$ cat src/rtl/i2c_bridge_pkg.sv
// Shared types and constants for the AXI4-Lite to I2C command bridge.
package i2c_bridge_pkg;

  // Command word layout as seen by the downstream I2C master
  typedef struct packed {
    logic [6:0]  dev_addr;
    logic        rw;
    logic [15:0] payload;
  } i2c_cmd_t;

  // Register offsets
  localparam logic [3:0] OFF_CMD    = 4'h0;
  localparam logic [3:0] OFF_STATUS = 4'h4;
  localparam logic [3:0] OFF_RDBYTE = 4'h8;

  localparam logic [1:0] AXI_RESP_OKAY   = 2'b00;
  localparam logic [1:0] AXI_RESP_SLVERR = 2'b10;

  // Accepted device-id window when the id check is built in
  localparam logic [6:0] DEV_ID_MIN = 7'd1;
  localparam logic [6:0] DEV_ID_MAX = 7'd9;

  // Bridge FSM states
  localparam logic [1:0] ST_IDLE      = 2'd0;
  localparam logic [1:0] ST_PRESENT   = 2'd1;
  localparam logic [1:0] ST_WAIT_DONE = 2'd2;

endpackage

$ cat src/rtl/i2c_cmd_fifo.sv
// Small synchronous command FIFO; DEPTH must be a power of two so the
// pointers wrap naturally.
module i2c_cmd_fifo #(
  parameter int WIDTH = 24,
  parameter int DEPTH = 4
) (
  input  logic                       clk,
  input  logic                       rst_n,
  input  logic                       push,
  input  logic [WIDTH-1:0]           wdata,
  input  logic                       pop,
  output logic [WIDTH-1:0]           rdata,
  output logic                       full,
  output logic                       empty,
  output logic [$clog2(DEPTH):0]     count
);
  localparam int AW = $clog2(DEPTH);
  localparam int CW = AW + 1;

  logic [WIDTH-1:0] mem [DEPTH];
  logic [AW-1:0]    wr_ptr, rd_ptr;
  logic             do_push, do_pop;

  assign full    = (count == CW'(DEPTH));
  assign empty   = (count == '0);
  assign do_push = push & ~full;
  assign do_pop  = pop & ~empty;
  assign rdata   = mem[rd_ptr];

  // Storage array, no reset needed: contents are only read when count > 0
  always_ff @(posedge clk) begin
    if (do_push) mem[wr_ptr] <= wdata;
  end

  // Pointers and occupancy; simultaneous push/pop leaves count unchanged
  always_ff @(posedge clk or negedge rst_n) begin
    if (!rst_n) begin
      wr_ptr <= '0;
      rd_ptr <= '0;
      count  <= '0;
    end else begin
      if (do_push) wr_ptr <= wr_ptr + 1'b1;
      if (do_pop)  rd_ptr <= rd_ptr + 1'b1;
      count <= count + CW'(do_push) - CW'(do_pop);
    end
  end

endmodule

$ cat src/rtl/axi_lite_i2c_cmd_bridge.sv
// AXI4-Lite slave queueing I2C command words and handing them one at a time
// to the downstream I2C master; captures returned read bytes.
// Optional build macro: I2C_DEV_ID_CHECK_EN (reject dev_addr outside 1..9,
// sticky bad_id in STATUS[8]).
module axi_lite_i2c_cmd_bridge
  import i2c_bridge_pkg::*;
#(
  parameter int DATA_WIDTH = 24,
  parameter int FIFO_DEPTH = 4,
  parameter int AXI_ADDR_W = 4
) (
  input  logic                  ACLK,
  input  logic                  ARESETn,
  input  logic [AXI_ADDR_W-1:0] AWADDR,
  input  logic                  AWVALID,
  output logic                  AWREADY,
  input  logic [31:0]           WDATA,
  input  logic                  WVALID,
  output logic                  WREADY,
  output logic [1:0]            BRESP,
  output logic                  BVALID,
  input  logic                  BREADY,
  input  logic [AXI_ADDR_W-1:0] ARADDR,
  input  logic                  ARVALID,
  output logic                  ARREADY,
  output logic [31:0]           RDATA,
  output logic [1:0]            RRESP,
  output logic                  RVALID,
  input  logic                  RREADY,
  output logic                  I2C_MASTER_TRIGGER,
  output logic [DATA_WIDTH-1:0] ADDR_DATA_OUT,
  output logic                  VALID_ADDR_DATA_OUT,
  input  logic                  VALID_ADDR_DATA_OUT_ACK,
  input  logic                  VALID_ADDR_DATA_OUT_ACK_VALID,
  input  logic [7:0]            RDATA_OUT,
  input  logic                  RDATA_VALID,
  output logic                  RDATA_VALID_ACK
);
  localparam int CW = $clog2(FIFO_DEPTH) + 1;

  logic [1:0]            rst_sync;
  logic                  rst_n;
  logic [1:0]            state;
  logic [DATA_WIDTH-1:0] fifo_rdata;
  logic                  fifo_full, fifo_empty, fifo_pop, push;
  logic [CW-1:0]         fifo_count;
  logic                  wr_hs, rd_hs, wr_cmd, id_ok, bad_id;
  logic                  rbyte_set, done_seen, data_seen, xfer_done;
  logic [7:0]            rd_byte;
  logic                  rd_flag;
  logic [31:0]           status_word, rd_word;
  logic [1:0]            rd_resp;
  logic                  unused_bits;

  assign unused_bits = ^WDATA[31:DATA_WIDTH];

  // Reset: asynchronous assert, release synchronised to ACLK
  always_ff @(posedge ACLK or negedge ARESETn) begin
    if (!ARESETn) rst_sync <= 2'b00;
    else          rst_sync <= {rst_sync[0], 1'b1};
  end
  assign rst_n = rst_sync[1];

  // Handshakes are gated by reset so every output is 0 while in reset
  assign wr_hs   = rst_n & AWVALID & WVALID & ~BVALID;
  assign AWREADY = wr_hs;
  assign WREADY  = wr_hs;
  assign ARREADY = rst_n & ~RVALID;
  assign rd_hs   = ARVALID & ARREADY;

  assign wr_cmd = (AWADDR == AXI_ADDR_W'(OFF_CMD));
`ifdef I2C_DEV_ID_CHECK_EN
  assign id_ok = (i2c_cmd_t'(WDATA[23:0]).dev_addr >= DEV_ID_MIN) &&
                 (i2c_cmd_t'(WDATA[23:0]).dev_addr <= DEV_ID_MAX);
`else
  assign id_ok = 1'b1;
`endif
  assign push = wr_hs & wr_cmd & ~fifo_full & id_ok;

  i2c_cmd_fifo #(.WIDTH(DATA_WIDTH), .DEPTH(FIFO_DEPTH)) u_fifo (
    .clk   (ACLK),
    .rst_n (rst_n),
    .push  (push),
    .wdata (WDATA[DATA_WIDTH-1:0]),
    .pop   (fifo_pop),
    .rdata (fifo_rdata),
    .full  (fifo_full),
    .empty (fifo_empty),
    .count (fifo_count)
  );

  // Write response: OKAY only when the command was actually queued
  always_ff @(posedge ACLK or negedge rst_n) begin
    if (!rst_n) begin
      BVALID <= 1'b0;
      BRESP  <= AXI_RESP_OKAY;
    end else if (wr_hs) begin
      BVALID <= 1'b1;
      BRESP  <= push ? AXI_RESP_OKAY : AXI_RESP_SLVERR;
    end else if (BREADY) begin
      BVALID <= 1'b0;
    end
  end

`ifdef I2C_DEV_ID_CHECK_EN
  // Sticky bad device id; a new offence in the same cycle as a STATUS read wins
  always_ff @(posedge ACLK or negedge rst_n) begin
    if (!rst_n)                                         bad_id <= 1'b0;
    else if (wr_hs && wr_cmd && !id_ok)                 bad_id <= 1'b1;
    else if (rd_hs && ARADDR == AXI_ADDR_W'(OFF_STATUS)) bad_id <= 1'b0;
  end
`else
  assign bad_id = 1'b0;
`endif

  assign status_word = {23'b0, bad_id, 4'(fifo_count), rd_flag,
                        I2C_MASTER_TRIGGER, fifo_empty, fifo_full};

  // Read data mux; CMD is write-only so it reads as unmapped
  always_comb begin
    rd_word = '0;
    rd_resp = AXI_RESP_OKAY;
    case (ARADDR)
      AXI_ADDR_W'(OFF_STATUS): rd_word = status_word;
      AXI_ADDR_W'(OFF_RDBYTE): rd_word = {24'b0, rd_byte};
      default:                 rd_resp = AXI_RESP_SLVERR;
    endcase
  end

  // Read response register, held until RREADY
  always_ff @(posedge ACLK or negedge rst_n) begin
    if (!rst_n) begin
      RVALID <= 1'b0;
      RDATA  <= '0;
      RRESP  <= AXI_RESP_OKAY;
    end else if (rd_hs) begin
      RVALID <= 1'b1;
      RDATA  <= rd_word;
      RRESP  <= rd_resp;
    end else if (RREADY) begin
      RVALID <= 1'b0;
    end
  end

  // Read-byte capture; a held RDATA_VALID is consumed once per ack pulse
  assign rbyte_set = RDATA_VALID & ~RDATA_VALID_ACK;
  always_ff @(posedge ACLK or negedge rst_n) begin
    if (!rst_n) begin
      rd_byte         <= '0;
      rd_flag         <= 1'b0;
      RDATA_VALID_ACK <= 1'b0;
    end else begin
      RDATA_VALID_ACK <= rbyte_set;
      if (rbyte_set) rd_byte <= RDATA_OUT;
      if (rbyte_set)                                       rd_flag <= 1'b1;
      else if (rd_hs && ARADDR == AXI_ADDR_W'(OFF_RDBYTE)) rd_flag <= 1'b0;
    end
  end

  // A transfer finishes once done has pulsed and, for reads, data has arrived;
  // either may come first so both are remembered
  assign fifo_pop  = (state == ST_IDLE) & ~fifo_empty;
  assign xfer_done = (VALID_ADDR_DATA_OUT_ACK_VALID | done_seen) &
                     (~ADDR_DATA_OUT[16] | data_seen | RDATA_VALID);

  // Downstream presentation FSM
  always_ff @(posedge ACLK or negedge rst_n) begin
    if (!rst_n) begin
      state         <= ST_IDLE;
      ADDR_DATA_OUT <= '0;
      done_seen     <= 1'b0;
      data_seen     <= 1'b0;
    end else begin
      case (state)
        ST_IDLE: begin
          done_seen <= 1'b0;
          data_seen <= 1'b0;
          if (!fifo_empty) begin
            ADDR_DATA_OUT <= fifo_rdata;
            state         <= ST_PRESENT;
          end
        end
        ST_PRESENT: begin
          data_seen <= data_seen | RDATA_VALID;
          if (VALID_ADDR_DATA_OUT_ACK) state <= ST_WAIT_DONE;
        end
        ST_WAIT_DONE: begin
          done_seen <= done_seen | VALID_ADDR_DATA_OUT_ACK_VALID;
          data_seen <= data_seen | RDATA_VALID;
          if (xfer_done) state <= ST_IDLE;
        end
        default: state <= ST_IDLE;
      endcase
    end
  end

  assign VALID_ADDR_DATA_OUT = (state == ST_PRESENT);
  assign I2C_MASTER_TRIGGER  = (state != ST_IDLE);

endmodule

$ cat config.mk
export PLATFORM = sky130hd
export DESIGN_NAME = axi_lite_i2c_cmd_bridge
export DESIGN_NICKNAME = d
export VERILOG_FILES = /design/src/rtl/i2c_bridge_pkg.sv /design/src/rtl/i2c_cmd_fifo.sv /design/src/rtl/axi_lite_i2c_cmd_bridge.sv
export SDC_FILE = /design/constraint.sdc
export NUM_CORES = 1
export LEC_CHECK = 0
export CAP_MARGIN = 10
export CORE_MARGIN = 3
export CORE_UTILIZATION = 46
export CTS_CLUSTER_DIAMETER = 50
export CTS_CLUSTER_SIZE = 10
export DETAILED_ROUTE_END_ITERATION = 10
export PLACE_DENSITY = 0.82
export SYNTH_ARGS = -nofsm -noshare
export SYNTH_HDL_FRONTEND = slang
export SYNTH_SLANG_ARGS = --single-unit
export TNS_END_PERCENT = 50
$ cat constraint.sdc
create_clock -name ACLK -period 2.4 [get_ports ACLK]
set_input_delay 0.48 -clock ACLK [delete_from_list [all_inputs] [get_ports ACLK]]
set_output_delay 0.48 -clock ACLK [all_outputs]
set_load 0.02 [all_outputs]
* Word-level counts from Yosys, hierarchy flattened
Memories as Yosys holds them, arrays and structs flattened. A register that Yosys moved wholly into a read port is not among the register bits. Cells that the tools add are included.
Word-level totals: input bits 58, memories 1, output and inout port bits 68, register bits 61, RAM bits 96, logic and storage cells 82
Memory list:
- u_fifo.mem | depth 4, width 24, rd ports 1, clocked after memory_dff 1, write ports 1, line i2c_cmd_fifo.sv:20 | logic [WIDTH-1:0] mem [DEPTH];
Operators by class: reductions and logical operators 15, mux-type cells 17, bitwise gates (word level) 22, add/sub/neg operators 4, equal/unequal tests 8
Operators by type and width (number):
- $pmux 8 s2 | 1
- $and 1x1->1 | 12
- $reduce_bool 2->1 | 6
- $mux 2 | 5
- $mux 1 | 8
- $not 1->1 | 6
- $pmux 2 s3 | 1
- $add 2x1->2 const B | 2
- $eq 4x3->1 const B | 1
- $eq 4x4->1 const B | 1
- $logic_not 4->1 | 1
- $ne 2x2->1 const B | 2
- $or 1x1->1 | 4
- $pmux 1 s2 | 2
- $reduce_or 2->1 | 2
- $add 3x1->3 | 1
- $eq 3x3->1 const B | 1
- $logic_not 3->1 | 1
- $reduce_and 3->1 | 1
- $sub 3x1->3 | 1
- $eq 2x1->1 const B | 1
- $eq 2x2->1 const B | 1
- $logic_not 2->1 | 1
- $ne 2x1->1 const B | 1
- 3 further kinds | 3

* Depth between registers and ports, before layout
Gate-level depths: netlist (run 1).
word-level depth 8, gate-level depth with buffers 12, mapped depth without buffers 11

* By module
A second synthesis (run 1) with hierarchy kept.
Second synthesis, totals: cells, all modules 348, area total of the unflattened synthesis 6316.1 sq um
Modules (own cells, without submodules):
- i2c_cmd_fifo | seq. area each 3057.9 sq um, area each 3981.3 sq um, times used 1, cells each 167
- axi_lite_i2c_cmd_bridge | seq. area each 1301.2 sq um, area each 2334.7 sq um, times used 1, cells each 181

* Worst setup path after synthesis (run 1)
Ideal clock, no wire load.
kind flip-flop to flip-flop, start register rst_sync[1], end memory u_fifo.mem[0][0] (enable), library setup time 0.383 ns, buffers on the path 0, stages on the path, launching flop included 5, setup slack -1.123 ns, arrival time 3.140 ns, period minus slack after synthesis 3.523 ns, path through dfrtp_1 > and4b_1 > nand2_1 > a21oi_2 > and2_1
On the way: cells in the longest elaborated chain, start to end 8
RTL lines:
- from (decl) | line axi_lite_i2c_cmd_bridge.sv:41 | logic [1:0] rst_sync;
- from (signal assigned) | line axi_lite_i2c_cmd_bridge.sv:60 | else rst_sync <= {rst_sync[0], 1'b1};
- $and 1x1->1 (3 in a row) | line axi_lite_i2c_cmd_bridge.sv:65 | assign wr_hs = rst_n & AWVALID & WVALID & ~BVALID;
- via AWREADY | line axi_lite_i2c_cmd_bridge.sv:16 | output logic AWREADY,
- $and 1x1->1 (2 in a row) | line axi_lite_i2c_cmd_bridge.sv:78 | assign push = wr_hs & wr_cmd & ~fifo_full & id_ok;
- $and 1x1->1 | line i2c_cmd_fifo.sv:26 | assign do_push = push & ~full;
- $mux 1 | line i2c_cmd_fifo.sv:32 | if (do_push) mem[wr_ptr] <= wdata;
- $mux 1 (not written as such) | line i2c_cmd_fifo.sv:32
- to (decl) | line i2c_cmd_fifo.sv:20
The timed path passes the listed nets, and every way through them passes these cells.

* Worst setup path after layout (run 1)
start input port AWVALID, end output port WREADY
On the way: cells in the longest elaborated chain, start to end 3
RTL lines:
- from (decl) | line axi_lite_i2c_cmd_bridge.sv:15 | input logic AWVALID,
- $and 1x1->1 (3 in a row) | line axi_lite_i2c_cmd_bridge.sv:65
- to (decl) | line axi_lite_i2c_cmd_bridge.sv:19 | output logic WREADY,
No other way between the ends.

==> results.json, run 1 <==
{
  "setup_viol": 0,
  "critical_path_required_ns": 1.92,
  "maxCapViolCount": 0,
  "tightest_slew_ns": 0.547,
  "utilization": 0.604,
  "yosysSeqAreaShare": 0.693,
  "pwr-share-clk": 0.285,
  "io_pins": 126,
  "synth_top_family_by_area": "multiplexers",
  "end_kind": "output port",
  "die_w_um": 123,
  "fin_nets": 528,
  "syn-cell-area_mm2": 0.00629,
  "dr.pass1.iters": 4,
  "ant_nets": 0,
  "clock-root-buffer": "clkbuf_16",
  "cts.path.max_buffers": 2,
  "regArea_mm2": 0.00436,
  "p_int_w": 0.00635,
  "arrival_ns": 1.85,
  "grt_pass1_vias": 3520,
  "ctsHoldBuffers": 0,
  "port_buffers": 91,
  "numCtsBuffers": 17,
  "critPathLaunchType": "primary input",
  "clock-sinks": 155,
  "rr_worst_depth": 11,
  "p_sw_w": 0.00258,
  "coreArea_mm2": 0.0133,
  "num-fill-cells": 965,
  "avgSynthCellArea_um2": 18.3,
  "htreeDepth": 4,
  "grt_max_degree": 35,
  "max_freq_mhz": 430,
  "synth-compound-area-share": 0.0309,
  "cts_tree": "built",
  "synthesis.instances": 344,
  "vias": 3252,
  "min_period_ns": 2.33,
  "gr-total-overflow": 0,
  "fin_crit_sh": 0.969,
  "wire_per_inst_um": 17.6,
  "syn2layout_area_growth_pct": 27.8,
  "setup_ws_ns": 0.0745,
  "comb_power_share": 0.317,
  "seqPwrFrac": 0.398,
  "powerDensity_mw_per_mm2": 1110,
  "grt.total_usage": 0.167,
  "clk_latency_ns": 0.41,
  "clkTransAtPathRegs_ns": 0.06,
  "die_height_um": 123,
  "crit_fanout": 5,
  "maxSlewViolCount": 0,
  "drcViolationCount": 0,
  "drive_gt1_frac": 0.235,
  "p_leak_nw": 3.03,
  "synth_cell_types": 36,
  "num_rows": 42,
  "finalHoldViolCount": 0,
  "dieArea_mm2": 0.0151,
  "rsz0062_at_grt": "false",
  "ys_warn_count": 0,
  "synth-simple-area-share": 0.0314,
  "worst_clock_skew_ns": 0.00607,
  "run_status": "complete, no violations",
  "ir_worst_vdd_mv": 0.893,
  "switching_share": 0.289,
  "wl_mm": 11.4,
  "routabilityCongestion": 0.745,
  "antenna_found_initial": 0,
  "grt_pass1_wl_mm": 18.8,
  "critical_path_class": "primary input to output port",
  "slew_headroom": 0.635,
  "n_antenna_cell": 0,
  "start_util": 0.473,
  "drtIter0Drc": 226,
  "totalPowerFinal_w": 0.00893,
  "synth-seq-cells": 155,
  "synth-adder-area-share": 0.0231,
  "multi_input_comb_area_mm2": 0.00169,
  "muxShareOfSynthArea": 0.158,
  "dp_hpwl_mm": 7.55,
  "dpl_worst_slack_ns": -0.0567,
  "routed_via_density": 5.02,
  "hold_class": "primary input to asynchronous set/reset pin",
  "synth_xor_area_frac": 0.00697
}
==> layout by cell type, fill, tap and decap left out, drive strengths merged <==
master,n
nor4b,2
mux4,24
edfxtp,96
nand2,13
fa,1
nand3,1
clkinv,5
a32oi,1
nor2b,3
ha,10
o22a,1
bufinv,2
buf,17
and2,4
nor3,1
and4b,1
a22oi,6
a21oi,10
clkdlybuf4s50,90
mux2,32
o31ai,1
a21o,2
clkbuf,19
xnor2,4
nor4,1
clkinvlp,6
dfrtp,59
conb,27
nor2,6
xor2,1
dlygate4sd2,1
o21ai,11
nor3b,1
inv,13
==> metal layers <==
| metal | track usage | vias up | part of all wire |
|---|---|---|---|
| met1 | 0.206 | 1625 | 0.40 |
| met5 | 0 | - | 0 |
| met2 | 0.281 | 135 | 0.51 |
| li1 | - | 1476 | - |
| met4 | 0.0637 | 0 | 0.014 |
| met3 | 0.0485 | 16 | 0.071 |
==> power by group through the flow <==
stage	logic, W	registers (W)	clock network, W
final	0.00283	0.00355	0.00254
after global routing	0.00307	0.00362	0.00272
after CTS	0.00288	0.00357	0.00260
after detailed placement	0.00286	0.00362	0
after global placement	0.00280	0.00358	0
after floorplan	0.00179	0.00375	0
==> stage by stage <==
step	instance area, um2	TNS, ns	instances	hold WS, ns
2_1_floorplan	6400	-0.0786	369	0.184
3_3_place_gp	7470	0	616	0.338
3_5_place_dp	7470	-0.0567	616	0.339
4_1_cts	8040	0	648	0.201
5_1_grt	8040	0	648	0.210
6_report	8040	0	648	0.227
==> critical path, cell delays in order <==
cell             delay [ns]
clkdlybuf4s50_1        0.45
and4b_2                0.29
clkdlybuf4s50_1        0.63
==> final cells by class <==
class                      instances  area share
clock buffer                      19      0.0551
tap                              176      0.0274
multi-input combinational        164       0.211
sequential                       155       0.543
timing repair buffer             108       0.142
inverter                          13     0.00607
clock inverter                    13      0.0159
==> worst paths after layout <==
kind,start,end,slack (ns)
max,AWVALID,WREADY,0.07
min,ARESETn,rst_sync[1],0.23
max reg2reg,state[0],u_fifo.count[2],0.18
min reg2reg,rst_sync[0],rst_sync[1],0.36
max in group asynchronous,rst_sync[1],u_fifo.rd_ptr[0],1.62
min in group ACLK,rst_sync[0],rst_sync[1],0.36
==> cell usage after synthesis (all sizes together) <==
| cell | n | area share |
|---|---|---|
| edfxtp | 96 | 0.46 |
| dfrtp | 59 | 0.23 |
| buf | 35 | 0.046 |
| mux2 | 32 | 0.068 |
| mux4 | 24 | 0.090 |
| inv | 13 | 0.0078 |
| nand2 | 13 | 0.0078 |
| o21ai | 11 | 0.0088 |
| a21oi | 10 | 0.0086 |
| ha | 10 | 0.020 |
| a22oi | 6 | 0.0072 |
| nor2 | 6 | 0.0048 |
| and2 | 4 | 0.0040 |
| xnor2 | 4 | 0.0056 |
| nor2b | 3 | 0.0030 |
| a21o | 2 | 0.0024 |
| clkbuf | 2 | 0.0012 |
| conb | 2 | 0.0012 |
| nor4b | 2 | 0.0048 |
| a32oi | 1 | 0.0014 |
| and4b | 1 | 0.0016 |
| fa | 1 | 0.0032 |
| nand3 | 1 | 0.00080 |
| nor3 | 1 | 0.0026 |
| nor3b | 1 | 0.0012 |
| nor4 | 1 | 0.0010 |
| o22a | 1 | 0.0014 |
| o31ai | 1 | 0.0012 |
| xor2 | 1 | 0.0014 |
==> cell families after synthesis <==
family                   after synthesis
adder cells (fa/ha/maj)               11
other                                  2
multiplexers                          56
AND/OR/NAND/NOR                       33
XOR/XNOR                               5
buffers and inverters                 50
flip-flops                           155
AO/OA/AOI/OAI                         32
==> sequential cells by signal, indices dropped and copies added (netlist names), 2 cells and up <==
register and flops:
ADDR_DATA_OUT 24, RDATA 8, rd_byte 8, rst_sync 2, state 2, u_fifo.count 3
u_fifo.mem 96, u_fifo.rd_ptr 2, u_fifo.wr_ptr 2
==> what timing repair did <==
| item | CTS | global route |
|---|---|---|
| buffers inserted | 0 | 0 |
| endpoints found under the setup margin | 1 | 0 |
| gates resized for setup | 1 | 0 |
No activity file was read; power rests on OpenSTA's default activity.
==> inputs of run 2 (changes only) <==
--- a/config.mk
+++ b/config.mk
@@ -5,6 +5,7 @@
 export SDC_FILE = /design/constraint.sdc
 export NUM_CORES = 1
 export LEC_CHECK = 0
+export ABC_CLOCK_PERIOD_IN_PS = 2400
 export CAP_MARGIN = 10
 export CORE_MARGIN = 3
 export CORE_UTILIZATION = 46
==> results of run 2 <==
Final layout, timing and power as in run 1 (identical DEF).
